===== src/rtl/tdm_mux_if.sv =====
// rtl/tdm_mux_if.sv - channel data, control and output bundle for tdm_mux
// Optional feature macro: TDM_MUX_MASK_EN (adds Mask, one enable bit per channel)
// Signals:
//   W      - packed channel data, channel k at W[k*WIDTH +: WIDTH]
//   S      - manual channel select
//   Mode   - 0 = MANUAL, 1 = SCAN
//   Hold   - freezes the scan pointer and dwell counter in SCAN
//   Mask   - channel enables (TDM_MUX_MASK_EN only)
//   f      - registered selected data
//   Chan   - index of the channel driving f
//   Strobe - one-cycle pulse when f presents a newly selected channel
//   Wrap   - one-cycle pulse when the scan pointer wraps to a lower index
// Modports: master drives inputs (bench side), slave is the mux side.
interface tdm_mux_if #(
  parameter int WIDTH    = 8,
  parameter int CHANNELS = 4
);
  localparam int SEL_W = $clog2(CHANNELS);

  logic [CHANNELS*WIDTH-1:0] W;
  logic [SEL_W-1:0]          S;
  logic                      Mode;
  logic                      Hold;
`ifdef TDM_MUX_MASK_EN
  logic [CHANNELS-1:0]       Mask;
`endif
  logic [WIDTH-1:0]          f;
  logic [SEL_W-1:0]          Chan;
  logic                      Strobe;
  logic                      Wrap;

`ifdef TDM_MUX_MASK_EN
  modport master (output W, S, Mode, Hold, Mask, input f, Chan, Strobe, Wrap);
  modport slave  (input W, S, Mode, Hold, Mask, output f, Chan, Strobe, Wrap);
`else
  modport master (output W, S, Mode, Hold, input f, Chan, Strobe, Wrap);
  modport slave  (input W, S, Mode, Hold, output f, Chan, Strobe, Wrap);
`endif
endinterface


===== src/rtl/tdm_mux.sv =====
// rtl/tdm_mux.sv - registered N-to-1 mux with manual select and timed scan
// Optional feature macro: TDM_MUX_MASK_EN (per-channel enables on bus.Mask)
// Ports:
//   Clock  - rising-edge clock
//   Resetn - asynchronous active-low reset
//   bus    - tdm_mux_if.slave: W, S, Mode, Hold, [Mask] in; f, Chan, Strobe, Wrap out
module tdm_mux #(
  parameter int WIDTH    = 8,
  parameter int CHANNELS = 4,
  parameter int DWELL    = 4
) (
  input  logic     Clock,
  input  logic     Resetn,
  tdm_mux_if.slave bus
);
  localparam int SEL_W = $clog2(CHANNELS);
  localparam int CNT_W = (DWELL > 1) ? $clog2(DWELL) : 1;
  localparam logic [SEL_W-1:0] LAST_CH  = SEL_W'(CHANNELS - 1);
  localparam logic [CNT_W-1:0] LAST_CNT = CNT_W'(DWELL - 1);

  typedef enum logic {MANUAL = 1'b0, SCAN = 1'b1} state_t;

  state_t           state_q, state_d;
  logic [CNT_W-1:0] cnt_q, cnt_d;
  logic [SEL_W-1:0] chan_q, chan_d;
  logic [WIDTH-1:0] f_q, f_d;
  logic             strobe_q, strobe_d;
  logic             wrap_q, wrap_d;

  logic [WIDTH-1:0]    ch_data [CHANNELS];
  logic [CHANNELS-1:0] en;
  logic [SEL_W-1:0]    s_sel;
  logic [SEL_W-1:0]    adv_idx;
  logic                adv_ok;

  for (genvar k = 0; k < CHANNELS; k++) begin : g_unpack
    assign ch_data[k] = bus.W[k*WIDTH +: WIDTH];
  end

`ifdef TDM_MUX_MASK_EN
  assign en = bus.Mask;
`else
  assign en = '1;
`endif

  // Out-of-range selects (non-power-of-two channel counts) land on the last channel.
  assign s_sel = (bus.S > LAST_CH) ? LAST_CH : bus.S;

  function automatic logic [SEL_W-1:0] ch_add(input logic [SEL_W-1:0] base, input int ofs);
    return SEL_W'((int'(base) + ofs) % CHANNELS);
  endfunction

  // Next enabled channel above chan_q with wrap-around. Scanning offsets from
  // high to low lets the nearest enabled channel win. The current channel
  // itself is never a candidate, so a lone enabled channel yields adv_ok = 0.
  always_comb begin
    adv_idx = chan_q;
    adv_ok  = 1'b0;
    for (int i = CHANNELS - 1; i >= 1; i--) begin
      if (en[ch_add(chan_q, i)]) begin
        adv_idx = ch_add(chan_q, i);
        adv_ok  = 1'b1;
      end
    end
  end

  always_comb begin
    state_d  = bus.Mode ? SCAN : MANUAL;
    cnt_d    = '0;
    chan_d   = chan_q;
    strobe_d = 1'b0;
    wrap_d   = 1'b0;
    if (!bus.Mode) begin
      chan_d   = s_sel;
      strobe_d = (s_sel != chan_q);
    end else if (state_q == MANUAL) begin
      // Entry edge into SCAN: keep the current channel and start a fresh dwell.
      cnt_d = '0;
    end else if (bus.Hold) begin
      cnt_d = cnt_q;
    end else if (cnt_q == LAST_CNT) begin
      cnt_d = '0;
      if (adv_ok) begin
        chan_d   = adv_idx;
        strobe_d = 1'b1;
        wrap_d   = (adv_idx <= chan_q);
      end
    end else begin
      cnt_d = cnt_q + CNT_W'(1);
    end
    // f follows the channel being registered this edge, so an advance never shows a stale sample.
    f_d = en[chan_d] ? ch_data[chan_d] : '0;
  end

  always_ff @(posedge Clock or negedge Resetn) begin
    if (!Resetn) begin
      state_q  <= MANUAL;
      cnt_q    <= '0;
      chan_q   <= '0;
      f_q      <= '0;
      strobe_q <= 1'b0;
      wrap_q   <= 1'b0;
    end else begin
      state_q  <= state_d;
      cnt_q    <= cnt_d;
      chan_q   <= chan_d;
      f_q      <= f_d;
      strobe_q <= strobe_d;
      wrap_q   <= wrap_d;
    end
  end

  assign bus.f      = f_q;
  assign bus.Chan   = chan_q;
  assign bus.Strobe = strobe_q;
  assign bus.Wrap   = wrap_q;
endmodule


===== src/flat_wrapper.sv =====
// flat-port wrapper written by rule: the top's interface ports become plain ports
module tdm_mux_flat 
#(
  parameter int WIDTH    = 8,
  parameter int CHANNELS = 4,
  parameter int DWELL    = 4
)
  (Clock, Resetn, bus_W, bus_S, bus_Mode, bus_Hold, bus_f, bus_Chan, bus_Strobe, bus_Wrap);
  tdm_mux_if #(.WIDTH(WIDTH), .CHANNELS(CHANNELS)) bus_i ();
  input  logic Clock;
  input  logic Resetn;
  input wire logic [$bits(bus_i.W)-1:0] bus_W;
  input wire logic [$bits(bus_i.S)-1:0] bus_S;
  input wire logic [$bits(bus_i.Mode)-1:0] bus_Mode;
  input wire logic [$bits(bus_i.Hold)-1:0] bus_Hold;
  output wire logic [$bits(bus_i.f)-1:0] bus_f;
  output wire logic [$bits(bus_i.Chan)-1:0] bus_Chan;
  output wire logic [$bits(bus_i.Strobe)-1:0] bus_Strobe;
  output wire logic [$bits(bus_i.Wrap)-1:0] bus_Wrap;
  assign bus_i.W = bus_W;
  assign bus_i.S = bus_S;
  assign bus_i.Mode = bus_Mode;
  assign bus_i.Hold = bus_Hold;
  assign bus_f = bus_i.f;
  assign bus_Chan = bus_i.Chan;
  assign bus_Strobe = bus_i.Strobe;
  assign bus_Wrap = bus_i.Wrap;
  tdm_mux #(.WIDTH(WIDTH), .CHANNELS(CHANNELS), .DWELL(DWELL)) u_core (.Clock(Clock), .Resetn(Resetn), .bus(bus_i));
endmodule

===== config.mk =====
export PLATFORM = sky130hd
export DESIGN_NAME = tdm_mux_flat
export DESIGN_NICKNAME = d
export VERILOG_FILES = /design/src/rtl/tdm_mux_if.sv /design/src/rtl/tdm_mux.sv /design/src/flat_wrapper.sv
export SDC_FILE = /design/constraint.sdc
export NUM_CORES = 1
export LEC_CHECK = 0
export CAP_MARGIN = 20
export CORE_UTILIZATION = 29
export DETAILED_ROUTE_END_ITERATION = 10
export GPL_TIMING_DRIVEN = 0
export MAX_ROUTING_LAYER = met4
export PLACE_DENSITY = 0.71
export SYNTH_ARGS = -nofsm -noshare
export SYNTH_HDL_FRONTEND = slang
export SYNTH_SLANG_ARGS = --single-unit
export TNS_END_PERCENT = 100

===== constraint.sdc =====
create_clock -name Clock -period 1.89 [get_ports Clock]
set_clock_uncertainty 0.2 [all_clocks]
set_input_delay 0.189 -clock Clock [delete_from_list [all_inputs] [get_ports Clock]]
set_output_delay 0.189 -clock Clock [all_outputs]
set_load 0.05 [all_outputs]

==> results_dict.tcl <==
set metrics [dict create \
    drtAntennaViolNets 0 \
    power_density_mw_per_mm2 611 \
    cts_buffers 3 \
    synth.most_common_cell "dfrtp_1" \
    fin_ws_ns -0.0304 \
    synth_top_cell_area_share_pct 38.4 \
    hold_viol 0 \
    gp_congestion 0.818 \
    p_leak_nw 0.642 \
    ctsHoldBuffers 0 \
    syn_area_per_cell_sq_um 9.88 \
    grt_pass1_wl_mm 4.30 \
    p_switching_mw 0.367 \
    antenna_cells 0 \
    clk_latency_ns 0.29 \
    synth_ff_type "dfrtp_1" \
    ys_async_sr_fraction_pct 100 \
    slew_viol_final 0 \
    dieArea_sq_mm 0.00361 \
    ir_worst_vdd_mv 0.177 \
    io_pins 50 \
    clock-sinks 15 \
    max_slew_margin_pct 53.3 \
    area_growth_pct 67.6 \
    wl_mm 2.93 \
    drive_above_1_share_pct 19.0 \
    antenna_found_initial 0 \
    pwr-share-clk_pct 19.4 \
    coreArea_sq_mm 0.00313 \
    start_kind "flip-flop" \
    drt_iter0_drc 65 \
    grt_setup_unrepaired "yes" \
    first_pass_iters 4 \
    clockRootBuffer "clkbuf_4" \
    pwr-share-comb_pct 43.6 \
    netlist_instances 99 \
    violations "setup timing" \
    rows 20 \
    grt_pass1_vias 1010 \
    synthDistinctLibCells 30 \
    grt-ovfl-total 0 \
    power_frac_seq_pct 37.0 \
    synthTopCellsByCount "dfrtp_1 (15), nand3b_1 (9), o21ai_1 (9)" \
    grt_max_degree 16 \
    maxCapViolations 0 \
    route.vias.total 1050 \
    clock.fmax_mhz 521 \
    finalInstanceArea_sq_mm 0.00164 \
    hold_path.class "primary input to async pin" \
    yosys_warnings 0 \
    start_util_pct 31.3 \
    die_w_um 60.1 \
    syn_area_sq_um 978 \
    ctsHtreeMaxLevel 1 \
    intPower_mw 0.635 \
    cp.required_ns 1.85 \
    period_minus_slack_ns 1.92 \
    nets 200 \
    ys_ff_latch 15 \
    clk_pin_slew_worst_paths_ns 0.10 \
    synth_area_leaders "dfrtp_1 (38%), a32oi_1 (7.2%), nand3b_1 (6.9%), a211oi_1 (6.1%), o21ai_1 (4.6%)" \
    arrival_ns 1.88 \
    drt_drc_violations_left 0 \
    grt_usage_pct 16.6 \
    ys_seq_area_share_pct 38.4 \
    dieHeight_um 60.1 \
    cts.path.max_buffers 2 \
    hpwl_mm 2.16 \
    outcome "finished with violations" \
    wl_per_cell_um 14.5 \
    io_buffers 49 \
    tritoncts "yes" \
    worstMarginPinSlew_ns 0.698 \
    post-synth-top-area-cell "dfrtp_1" \
    vias_per_cell 5.20 \
    critPathKind "flip-flop to flip-flop" \
    place_area_sq_mm 0.00153 \
    finalSetupViolations 3 \
    switching_share_pct 36.6 \
    crit_fanout 7 \
    period_share_pct 102 \
    finalSetupTns_ns -0.0480 \
    synth_edf_count 0 \
    syn_nets 140 \
    cp-end-kind "flip-flop" \
]
==> final timing paths <==
path	start	end	slack (ns)	cells after the start
setup / recovery	u_core.bus.Chan[0]	u_core.bus.f[6]	-0.03	6
hold reg to reg	u_core.cnt_q[1]	u_core.cnt_q[1]	0.40	2
max in group asynchronous	Resetn	u_core.bus.Chan[0]	0.90	1
setup reg to reg	u_core.bus.Chan[0]	u_core.bus.f[6]	-0.03	6
min in group Clock	bus_Mode	u_core.state_q	0.16	1
hold / removal	Resetn	u_core.bus.Strobe	0.11	1
==> sequential cells by signal, indices dropped and copies added, names as in the netlist <==
signal and flops:
u_core.bus.Strobe 1, u_core.state_q 1, u_core.bus.f 8, u_core.cnt_q 2, u_core.bus.Wrap 1, u_core.bus.Chan 2
==> critical path, stage by stage (launching register included) <==
cell      delay, ns
dfrtp_2        0.45
ha_1           0.28
nand4b_1       0.18
o211a_4        0.23
buf_4          0.15
o21ai_1        0.16
a32oi_1        0.14
==> area by class of cell <==
class / instances / area (sq um)
plain buffers: 7 / 56.3
clock buffers: 3 / 22.5
clock inverters: 1 / 7.51
fillers: 283 / 1490
inverters: 2 / 7.51
multi-input cells: 75 / 573
flip-flops and latches: 15 / 378
well taps: 44 / 55.1
repair buffers: 55 / 541
==> power by group through the flow <==
| stage | Clock (mW) | Sequential, mW | Combinational [mW] |
|---|---|---|---|
| floorplan | 0 | 0.489 | 0.120 |
| global placement | 0 | 0.376 | 0.405 |
| detailed placement | 0 | 0.378 | 0.410 |
| CTS | 0.204 | 0.371 | 0.425 |
| global route | 0.217 | 0.375 | 0.460 |
| finish | 0.195 | 0.371 | 0.437 |
==> per-layer routing <==
layer	global-route usage, %	up-vias	wire (um)
met2	25.7	63	1340
met1	19.6	493	1240
met3	3.68	8	280
li1	-	486	-
met4	9.63	0	75
met5	-	-	0
==> per-stage QoR <==
step	std cells	util (%)	power, mW	hold slack, ns	setup WS [ns]
floorplan	99	-	0.609	-0.307	0.0103
global placement	192	48.9	0.781	0.336	-0.258
detailed placement	192	48.9	0.788	0.365	-0.338
CTS	200	51.6	1.00	0.120	0.00214
global route	202	52.4	1.05	0.138	-0.0630
finish	202	52.4	1.00	0.106	-0.0304
==> what timing repair did <==
item                       CTS  global route
buffers inserted             3             2
cloned                       1             0
setup endpoints to repair   10             8
pin swaps                    5            12
gates resized for setup      9             6
==> cell usage in the layout, fill, tap and decap left out, types with 2 or more instances in the layout <==
master,netlist,layout
xor2_1,2,2
and2b_1,6,6
buf_6,2,5
dlygate4sd2_1,0,2
o21ai_2,0,2
clkbuf_4,0,3
a211oi_2,0,2
nor2_1,5,5
nand2_1,3,3
a32oi_1,8,8
nor2b_1,2,2
o21ai_1,9,10
ha_1,3,2
nand3b_1,9,9
o21ai_0,8,5
buf_4,2,5
buf_2,2,2
clkdlybuf4s50_1,0,47
dfrtp_1,15,13
dfrtp_2,0,2
a211oi_1,8,6
==> cell families (layout without fill, tap and decap cells) <==
logic type               Yosys count  after routing  synth area share (%)
adder cells (fa/ha/maj)            3              3                  3.84
AO/OA/AOI/OAI                     36             36                  26.5
XOR/XNOR                           2              2                  1.79
buffers and inverters              9             68                  6.01
multiplexers                       2              2                  2.43
AND/OR/NAND/NOR                   32             32                  21.1
flip-flops                        15             15                  38.4
Note: power is estimated with default switching activity, not from simulation.
